--- src/rtl/sine_lut_sequencer.sv ---
// Address sequencer for the registered half-sine table feeding the SSPWM comparator.
// Walks one half period per polarity and re-presents each captured sample as magnitude and signed value.
module sine_lut_sequencer #(
  parameter int HALF_STEPS = 88,
  parameter int MIN_DIV    = 3
) (
  input  logic        clk,
  input  logic        rst_n,
  input  logic        enable,
  input  logic [15:0] step_div,
  output logic [6:0]  lut_addr,
  input  logic [12:0] lut_data,
  output logic [12:0] sample,
  output logic [13:0] sample_signed,
  output logic        polarity,
  output logic        sample_valid,
  output logic        cycle_start
);

  typedef enum logic [1:0] {
    IDLE    = 2'd0,
    ISSUE   = 2'd1,
    CAPTURE = 2'd2,
    HOLD    = 2'd3
  } state_t;

  // Step length in cycles; below MIN_DIV the ISSUE/CAPTURE pipeline could not keep up.
  function automatic logic [15:0] eff_div_f(input logic [15:0] div);
    logic [15:0] min_div;
    min_div = 16'(MIN_DIV);
    return (div < min_div) ? min_div : div;
  endfunction

  function automatic logic [13:0] apply_sign_f(input logic [12:0] mag, input logic neg);
    logic [13:0] wide;
    wide = {1'b0, mag};
    return neg ? (14'd0 - wide) : wide;
  endfunction

  state_t      state_r, state_s;
  logic [6:0]  idx_r, idx_s;
  logic        polarity_r, polarity_s;
  logic [15:0] timer_r, timer_s;
  logic [12:0] sample_r, sample_s;
  logic [13:0] sample_signed_r, sample_signed_s;
  logic        sample_valid_r, sample_valid_s;
  logic        cycle_start_r, cycle_start_s;
  logic [15:0] reload_s;

  assign reload_s = eff_div_f(step_div) - 16'd1;

  // Next-state and next-output logic; a low enable overrides everything and returns to the idle values.
  always_comb begin
    state_s         = state_r;
    idx_s           = idx_r;
    polarity_s      = polarity_r;
    timer_s         = (timer_r != 16'd0) ? (timer_r - 16'd1) : 16'd0;
    sample_s        = sample_r;
    sample_signed_s = sample_signed_r;
    sample_valid_s  = 1'b0;
    cycle_start_s   = 1'b0;

    if (!enable) begin
      state_s         = IDLE;
      idx_s           = 7'd0;
      polarity_s      = 1'b0;
      timer_s         = 16'd0;
      sample_s        = 13'd0;
      sample_signed_s = 14'd0;
    end else begin
      case (state_r)
        IDLE: begin
          state_s    = ISSUE;
          idx_s      = 7'd0;
          polarity_s = 1'b0;
          timer_s    = reload_s;
        end
        ISSUE: begin
          state_s = CAPTURE;
        end
        CAPTURE: begin
          state_s         = HOLD;
          sample_s        = lut_data;
          sample_signed_s = apply_sign_f(lut_data, polarity_r);
          sample_valid_s  = 1'b1;
          cycle_start_s   = (idx_r == 7'd0) && !polarity_r;
        end
        HOLD: begin
          if (timer_r == 16'd0) begin
            state_s = ISSUE;
            timer_s = reload_s;
            // Address HALF_STEPS would repeat the zero at address 0, so wrap before it.
            if (idx_r == 7'(HALF_STEPS - 1)) begin
              idx_s      = 7'd0;
              polarity_s = !polarity_r;
            end else begin
              idx_s      = idx_r + 7'd1;
            end
          end else begin
            state_s = HOLD;
          end
        end
        default: begin
          state_s = IDLE;
        end
      endcase
    end
  end

  // State and output registers with asynchronous clear.
  always_ff @(posedge clk or negedge rst_n) begin
    if (!rst_n) begin
      state_r         <= IDLE;
      idx_r           <= 7'd0;
      polarity_r      <= 1'b0;
      timer_r         <= 16'd0;
      sample_r        <= 13'd0;
      sample_signed_r <= 14'd0;
      sample_valid_r  <= 1'b0;
      cycle_start_r   <= 1'b0;
    end else begin
      state_r         <= state_s;
      idx_r           <= idx_s;
      polarity_r      <= polarity_s;
      timer_r         <= timer_s;
      sample_r        <= sample_s;
      sample_signed_r <= sample_signed_s;
      sample_valid_r  <= sample_valid_s;
      cycle_start_r   <= cycle_start_s;
    end
  end

  assign lut_addr      = idx_r;
  assign polarity      = polarity_r;
  assign sample        = sample_r;
  assign sample_signed = sample_signed_r;
  assign sample_valid  = sample_valid_r;
  assign cycle_start   = cycle_start_r;

endmodule

--- config.mk ---
export PLATFORM = sky130hd
export DESIGN_NAME = sine_lut_sequencer
export DESIGN_NICKNAME = d
export VERILOG_FILES = /design/src/rtl/sine_lut_sequencer.sv
export SDC_FILE = /design/constraint.sdc
export NUM_CORES = 1
export LEC_CHECK = 0
export BUFFER_PORTS_ARGS = -buffer_cell sky130_fd_sc_hd__buf_2
export CAP_MARGIN = 10
export CELL_PAD_IN_SITES_DETAIL_PLACEMENT = 1
export CELL_PAD_IN_SITES_GLOBAL_PLACEMENT = 2
export CORE_MARGIN = 10
export CORE_UTILIZATION = 30
export DETAILED_ROUTE_END_ITERATION = 6
export PLACE_DENSITY_LB_ADDON = 0.1
export SLEW_MARGIN = 5
export SYNTH_ARGS = -nofsm -noshare
export SYNTH_HDL_FRONTEND = slang
export SYNTH_SLANG_ARGS = --single-unit
export TNS_END_PERCENT = 50
--- constraint.sdc ---
create_clock -name clk -period 2.02 [get_ports clk]
set_clock_uncertainty 0.05 [all_clocks]
set_input_delay 0.101 -clock clk [delete_from_list [all_inputs] [get_ports clk]]
set_output_delay 0.101 -clock clk [all_outputs]
set_load 0.01 [all_outputs]
==> flow_summary.ini <==
[finish]
antenna_cells = 0
nets = 504
area_growth_pct = 38.2
fin_util_pct = 41.9
final_cell_area_um2 = 4510
drive_gt1_share_pct = 37.9

[yosys]
synth_enable_flop_cells = 0
synth_nets = 377
yosys.area_share.simple_pct = 21.9
avgSynthCellArea_um2 = 9.73
synthXorXnorAreaFrac_pct = 8.60
synth_compound_area_share_pct = 16.1
syn-instance-count = 335
yosys-top-cells-area = dfrtp_1 41%, xnor2_1 4.8%, mux2i_1 4.6%
synth.mux.area_fraction_pct = 4.60
yosys.area.top_type = dfrtp_1
ys_ff_latch = 54
synthAdderAreaFrac_pct = 3.84
yosys_most_used_dff = dfrtp_1
netlist-cell-type-count = 49
synth_top_family_by_area = simple AND/OR/NAND/NOR gates
yosysSeqAreaShare_pct = 41.4
synth_top_area_share_pct = 41.4
synthesis.area_um2 = 3260
ys_warn_count = 0
postSynth.asyncResetShare_pct = 100

[clock_tree]
clk_pin_slew_ns = 0.10
htree_levels = 2
cts_tree = built
numCtsBuffers = 5
cts_sinks = 54
root_buffer = clkbuf_8
cts_buffer_depth = 2
clk_latency_ns = 0.31

[min_path]
hold_path.class = input port to register

[sta]
fin_crit_sh_pct = 103
rsz0062_at_grt = yes
period_minus_slack_ns = 2.08
drv_slew = 0
tightestPinTransition_ns = 0.560
fin_ws_ns = -0.0580
setup_violations = 19
timing.fmax_mhz = 481
slew_headroom_pct = 61.7
finalHoldViolations = 0
fin_tns_setup_ns = -0.507
holdWs_ns = 0.0581

[drt]
viasPerCell = 4.97
vias = 2994
routed_wl_um = 10500
ant_nets = 0
met3_length_um = 281
drt_iter0_drc = 116
wl_per_cell_um = 17.4
first_pass_iters = 4
drc_errors = 0
met1_length_um = 5170
top_layer = met4
wl_met2_um = 4980

[global_routing]
grt_pass1_wl_um = 17200
grt_pass1_vias = 3210
grt_usage_pct = 13.0
grt_overflow = 0
antenna_found_initial = 0
grt_max_degree = 55

[flow_run]
cap_violations = 0

[power]
p_int_mw = 2.34
netSwitchingPower_mw = 1.37
p_clk_share_pct = 16.7
peakVddDrop_mv = 0.426
powerDensity_nw_per_um2 = 822
power.leakage_nw = 2.12
pwr-share-seq_pct = 35.1
power.total_mw = 3.71
combPwrFrac_pct = 48.2
p_sw_share_pct = 37.0

[placed_design]
numPortBuffers = 68
dp_hpwl_um = 7710
dpl-instance-area_um2 = 4210
globalplace.congestion = 0.770

[worst_setup_path]
crit_chain = or4_4 -> nor4_4 -> buf_4 -> o21ai_4 -> buf_12 -> o22ai_1
worst-path-buf-inv = 2
end_kind = register
slowest_stage = or4_4
critPathArrivalTime_ns = 2.25
critPathMaxStageDelay_ns = 0.60
cp.required_ns = 2.19
cpLargestDelayFamily = simple AND/OR/NAND/NOR gates
crit_path_max_fanout = 8
startpoint_type = register
critical_path_class = register to register

[floorplan]
ios = 69
initial_core_util_pct = 30.3
design.core.area_um2 = 10700
die_w_um = 124
dieArea_um2 = 15400
rows = 38
die_h_um = 124

[outcome]
violations = negative setup slack
status = finished with violations
cell families after synthesis:
| family | after synthesis |
|---|---|
| xor+xnor | 32 |
| flops | 54 |
| mux | 15 |
| fa+ha+maj | 10 |
| buf+inv | 24 |
| simple gates | 125 |
| compound gates | 75 |
placed cells by master (no fill, tap or decap), drive strengths merged, types with 3 or more instances in the layout:
cell and n:
nand3 9, nor2b 20, nor3 11, or4 6
xnor2 18, nand2 24, o31ai 7, nand2b 7
buf 133, o22ai 14, clkbuf 7, o21ai 22
o211a 6, ha 10, or3 10, nor4 9
and2 3, inv 9, mux2i 15, dfrtp 54
a21oi 13, nor2 18, xor2 14
worst min-delay path, delay by kind of cell:
kind,cells,cell delay [ns]
simple gates,1,0.10
buf+inv,1,0.11
mux,1,0.07
power groups by stage:
| stage | combinational, mW | clock [mW] | sequential [mW] |
|---|---|---|---|
| after CTS | 1.65 | 0.650 | 1.30 |
| after floorplan | 0.887 | 0 | 1.35 |
| after global placement | 1.50 | 0 | 1.31 |
| final | 1.79 | 0.619 | 1.30 |
| after detailed placement | 1.53 | 0 | 1.32 |
| after global routing | 1.96 | 0.701 | 1.32 |
final timing paths:
kind / from / end / slack, ns / depth (start not counted)
max reg2reg: timer_r[9] / timer_r[8] / -0.06 / 6
max: timer_r[9] / timer_r[8] / -0.06 / 6
min in group asynchronous: rst_n / sample_signed[7] / 0.26 / 3
min: lut_data[9] / sample[9] / 0.06 / 3
max in group asynchronous: rst_n / lut_addr[0] / 1.40 / 3
min reg2reg: sample_signed[6] / sample_signed[6] / 0.46 / 1
routing by layer:
metal,vias to the layer above,GRT usage (%)
met5,-,0
met4,0,1.64
met3,5,2.47
met2,41,21.3
met1,1494,17.7
li1,1454,-
stage by stage:
step	setup WS, ns	std cells
after global placement	-0.146	586
after global routing	-0.120	602
after floorplan	-0.0589	335
after detailed placement	-0.236	586
after CTS	-0.0873	597
final	-0.0580	602
layout make-up:
class	instances	area (um^2)
clock buffer	6	72.6
clock inverter	1	7.51
fill	1292	6240
tap	140	175
timing repair buffer	135	937
sequential	54	1350
inverter	9	33.8
multi-input combinational	257	1930
flip-flops by register name, indices dropped and copies added, names as in the netlist:
name           cells
timer_r           16
sample_valid       1
cycle_start        1
polarity           1
lut_addr           7
sample_signed     13
sample            13
state_r            2
cell usage after synthesis, drive strengths merged (2+ instances only):
| cell | number |
|---|---|
| dfrtp | 54 |
| nand2 | 24 |
| o21ai | 22 |
| nor2b | 20 |
| nor2 | 18 |
| xnor2 | 18 |
| mux2i | 15 |
| o22ai | 14 |
| xor2 | 14 |
| a21oi | 13 |
| nor3 | 11 |
| ha | 10 |
| or3 | 10 |
| clkbuf | 9 |
| inv | 9 |
| nand3 | 9 |
| nor4 | 9 |
| nand2b | 7 |
| o31ai | 7 |
| buf | 6 |
| o211a | 6 |
| or4 | 6 |
| and2 | 3 |
| a21boi | 2 |
| a21o | 2 |
| and3 | 2 |
| o211ai | 2 |
| o41ai | 2 |
what timing repair did:
| item | CTS | global route |
|---|---|---|
| gates resized for setup | 14 | 16 |
| endpoints found under the setup margin | 24 | 24 |
| buffers inserted | 3 | 5 |
| endpoints found under the hold margin | 54 | 0 |
| hold buffers | 1 | 0 |
| gates cloned | 0 | 1 |
| pin swaps | 6 | 9 |
Power figures use the tool's default switching activity.
